$ cat config.mk
export PLATFORM = sky130hd
export DESIGN_NAME = regfile_mp
export DESIGN_NICKNAME = d
export VERILOG_FILES = /design/src/rtl/regfile_mp.sv
export SDC_FILE = /design/constraint.sdc
export NUM_CORES = 2
export LEC_CHECK = 0
export BUFFER_PORTS_ARGS = -buffer_cell sky130_fd_sc_hd__clkbuf_2
export CAP_MARGIN = 10
export CORE_AREA = 2 2 373 375
export DETAILED_ROUTE_END_ITERATION = 12
export DIE_AREA = 0 0 375 377
export GPL_TIMING_DRIVEN = 0
export SLEW_MARGIN = 20
export SYNTH_ARGS = -nofsm -noshare
export SYNTH_HDL_FRONTEND = slang
export SYNTH_SLANG_ARGS = --single-unit
$ cat constraint.sdc
create_clock -name i_clk -period 6.5 [get_ports i_clk]
set_input_delay 1.625 -clock i_clk [delete_from_list [all_inputs] [get_ports i_clk]]
set_output_delay 1.625 -clock i_clk [all_outputs]
set_load 0.005 [all_outputs]
$ cat src/rtl/regfile_mp.sv
// regfile_mp: multi-port register file, NUM_RD comb reads, two prioritised writes, hardwired r0.
// Ports: i_clk, i_rst_n, i_raddr/o_rdata, i_we*/i_waddr*/i_wdata*, i_clr, o_ready, o_wcoll. Option: REGFILE_BYPASS_EN.
module regfile_mp #(
  parameter int DATA_W = 32,
  parameter int ADDR_W = 5,
  parameter int NUM_RD = 2
) (
  input  logic                     i_clk,
  input  logic                     i_rst_n,
  input  logic [NUM_RD*ADDR_W-1:0] i_raddr,
  output logic [NUM_RD*DATA_W-1:0] o_rdata,
  input  logic                     i_we0,
  input  logic [ADDR_W-1:0]        i_waddr0,
  input  logic [DATA_W-1:0]        i_wdata0,
  input  logic                     i_we1,
  input  logic [ADDR_W-1:0]        i_waddr1,
  input  logic [DATA_W-1:0]        i_wdata1,
  input  logic                     i_clr,
  output logic                     o_ready,
  output logic                     o_wcoll
);

  localparam int DEPTH = 2**ADDR_W;
  localparam logic [ADDR_W-1:0] LAST = {ADDR_W{1'b1}};

  typedef enum logic {
    CLEAR,
    READY
  } state_t;

  state_t            state;
  state_t            state_nx;
  logic [ADDR_W-1:0] cnt;
  logic [ADDR_W-1:0] cnt_nx;
  logic              rdy;
  logic              wr_ok;
  logic              coll_nx;

  logic [DATA_W-1:0] mem [DEPTH];

  assign rdy   = (state == READY);
  assign wr_ok = rdy && !i_clr;

  assign coll_nx = i_we0 && i_we1 &&
                   (i_waddr0 == i_waddr1) &&
                   (i_waddr0 != '0) && wr_ok;

  always_ff @(posedge i_clk or negedge i_rst_n) begin
    if (!i_rst_n) begin
      state   <= CLEAR;
      cnt     <= '0;
      o_wcoll <= 1'b0;
    end else begin
      state   <= state_nx;
      cnt     <= cnt_nx;
      o_wcoll <= coll_nx;
    end
  end

  always_comb begin
    state_nx = state;
    cnt_nx   = cnt;
    unique case (state)
      CLEAR: begin
        cnt_nx = cnt + 1'b1;
        if (cnt == LAST) begin
          state_nx = READY;
          cnt_nx   = '0;
        end
      end
      READY: begin
        if (i_clr) begin
          state_nx = CLEAR;
          cnt_nx   = '0;
        end
      end
    endcase
  end

  assign o_ready = rdy;

  // The array has no reset; the sweep zeroes it one entry per edge.
  // Port 1 is written last so it wins on a shared address.
  always_ff @(posedge i_clk) begin
    if (!rdy) begin
      mem[cnt] <= '0;
    end else if (!i_clr) begin
      if (i_we0 && i_waddr0 != '0)
        mem[i_waddr0] <= i_wdata0;
      if (i_we1 && i_waddr1 != '0)
        mem[i_waddr1] <= i_wdata1;
    end
  end

  for (genvar k = 0; k < NUM_RD; k++) begin : g_rd
    logic [ADDR_W-1:0] ra;
    logic [DATA_W-1:0] rd;

    assign ra = i_raddr[k*ADDR_W +: ADDR_W];

    always_comb begin
      rd = '0;
      if (rdy && ra != '0) begin
        rd = mem[ra];
`ifdef REGFILE_BYPASS_EN
        if (!i_clr) begin
          if (i_we1 && i_waddr1 == ra)
            rd = i_wdata1;
          else if (i_we0 && i_waddr0 == ra)
            rd = i_wdata0;
        end
`endif
      end
    end

    assign o_rdata[k*DATA_W +: DATA_W] = rd;
  end

endmodule

==> results.yml <==
outcome:
  status: "finished, violations left"
  violations: "negative setup slack"
power_and_ir_drop:
  combPwrFrac: 0.202
  power.internal_mw: 13.2
  ir_drop_v: 0.000233
  p_clk_frac: 0.344
  seqPwrFrac: 0.453
  cellPowerDensity_nw_per_um2: 271
  sw_frac_of_total: 0.304
  power.leakage_nw: 25.7
  power.switching_mw: 5.77
setup_path:
  crit_path_end_kind: "output pin"
  worstPathRequired_ps: 4880
  r2r-start: "o_ready"
  crit_type: "input port to output pin"
  cp-start-kind: "input port"
  worstPathMaxFanout: 10
  cp.arrival_ps: 5040
  crit_start: "i_raddr[1]"
placement:
  postPlaceCellArea_um2: 66400
  gp_congestion: 1.07
  port_buffers: 139
  dp_cells: 6318
  dp_hpwl_um: 206000
routing:
  drt-initial-drc-count: 7459
  wl_um: 270000
  avgRoutedWirePerCell_um: 41.4
  first_pass_iters: 8
  routed_via_density: 6.92
  ant_nets: 0
  drc: 0
  vias: 45200
die:
  num_rows: 136
  fp.dieH_um: 377
  io_pins: 155
  initial_utilization: 0.450
  die_w_um: 375
  die_area_um2: 141000
  core_um2: 137000
clock_network:
  clk_path_buf_depth: 3
  clk_pin_slew_worst_paths_ps: 60
  cts.sinks: 1031
  cts_tree: "built"
  htreeDepth: 3
  insertion_delay_ps: 760
  clockRootBuffer: "clkbuf_16"
  ctsHoldBuffers: 0
  numCtsBuffers: 114
timing:
  min_period_over_period: 1.03
  hold_viol: 0
  fin_skew_ps: 25.2
  setup_violations: 11
  slew-limit-headroom: 0.158
  worstMarginPinSlew_ps: 1260
  fin_ws_ps: -164
  period_needed_ps: 6660
  rsz0062_at_grt: "yes"
  tns_ps: -874
  fmax_ghz: 0.150
  slew_viol_final: 0
synthesis:
  synth.area.top_cells: "edfxtp_1 50%, mux2_2 22%, mux4_2 9.1%"
  synth.ff_latch_count: 1031
  synth_top_area_share: 0.499
  synth_nets: 4405
  ys_types: 70
  synth_cells: 4314
  synth_common_cells: "1184 x mux2_2, 1024 x edfxtp_1, 260 x mux2i_1"
  postSynth.asyncResetShare: 0.00679
  synth_seq_area_share: 0.502
  yosysWarnings: 0
  synth_area_um2: 61600
  synth.most_common_cell: "mux2_2"
  ys.flop_type: "edfxtp_1"
  synth_edf_count: 1024
  syn_area_per_cell_um2: 14.3
  yosysTopAreaCell: "edfxtp_1"
layout:
  drive_gt1_frac: 0.457
  syn_to_final_growth_pct: 13.7
  stdcell_count: 6533
  final_nets: 4731
  final_cell_area_um2: 70000
  postLayoutCoreUtil: 0.511
grt:
  antenna_found_initial: 16
  grt_overflow: 0
  grt_use_total: 0.375
  grt_pass1_wl_um: 360000
  grt_max_degree: 21
  grt_pass1_vias: 43300
run:
  maxCapViolations: 0
hold_path:
  hold_class: "flop to flop"
  hold_start: "cnt[0]"
[state kept, by name (all words and copies together), names as in the netlist]
| signal | cells |
|---|---|
| cnt | 5 |
| o_ready | 1 |
| mem | 1024 |
| o_wcoll | 1 |
[final timing paths]
path                       slack (ps)  cells after the start          end
max                              -160                      8  o_rdata[14]
min                               670                      1       cnt[0]
max reg2reg                      2080                      8  mem[12][11]
min reg2reg                       670                      1       cnt[0]
max in group asynchronous        5610                      1       cnt[2]
min in group asynchronous         710                      1       cnt[4]
[power by group through the flow]
stage          combinational, mW  clock, mW  sequential [mW]
6_report                    3.85       6.55             8.61
2_1_floorplan               1.85          0             8.64
3_5_place_dp                3.69          0             8.71
4_1_cts                     3.71       6.50             8.58
3_3_place_gp                3.13          0             8.87
5_1_grt                     3.90       6.73             8.67
[final cells by class]
type,count,area [um2]
Clock buffer,135,2950
Timing Repair Buffer,211,2070
Multi-Input combinational cell,2741,28700
Clock inverter,72,631
Sequential cell,1031,30900
Tap cell,1794,2240
Buffer,537,2480
Antenna cell,8,20.0
Inverter,4,15.0
Fill cell,11600,67000
[metrics by stage]
step                      setup WS, ps  hold WS [ps]  total power [mW]
after CTS                         22.8           653              18.8
after global routing             -58.5           680              19.3
after floorplan                    907           591              10.5
final                             -164           668              19.0
after global placement           -3800           615              12.0
after detailed placement          -223           639              12.4
[worst max-delay path: stages]
cell and delay [ps]:
buf_2 210, buf_4 330, buf_2 550, nor2_1 270
clkbuf_1 430, a31oi_1 810, nand4_1 530, clkbuf_2 250
[routing by layer]
metal  routed length [um]  share of wire  global-route usage  vias to the layer above
met4                16000          0.059               0.196                       14
li1                     -              -                   -                    17900
met2               114000           0.42               0.539                     3483
met5                  106        0.00039                   0                        -
met3                40200           0.15               0.149                      690
met1               100000           0.37               0.486                    23100
[placed cells by master (no fill, tap or decap), drive strengths merged, types with 4 or more instances in the layout]
master	instances
or3	62
buf	357
a211oi	67
a22o	5
nand3	74
a31oi	33
o22ai	72
mux2	1188
nor2b	73
nand2	59
dfrtp	7
inv	9
clkinvlp	6
nor3	14
diode	8
clkbuf	526
a22oi	161
o31ai	10
edfxtp	1024
and3	56
nor2	38
a32o	8
and2	41
nand3b	4
o21ai	77
a21oi	70
nand4b	4
clkinv	51
bufinv	10
mux4	252
nand2b	9
xnor2	6
mux2i	260
nand4	56
[logic make-up (layout without fill, tap and decap cells)]
group                    after synthesis  after routing  share of synthesized area
XOR/XNOR                               7              7                   0.000995
AND/OR/NAND/NOR                      511            511                     0.0484
other                                  0              8                          0
buffers and inverters                542            959                     0.0403
AO/OA/AOI/OAI                        521            521                     0.0562
adder cells (fa/ha/maj)                2              2                   0.000406
multiplexers                        1700           1700                      0.352
flip-flops                          1031           1031                      0.502
[what timing repair did]
item / CTS / global route
pin swaps: 0 / 2
buffers inserted: 0 / 0
resized for setup: 4 / 18
setup endpoints to repair: 19 / 14
No activity file was read; power rests on OpenSTA's default activity.
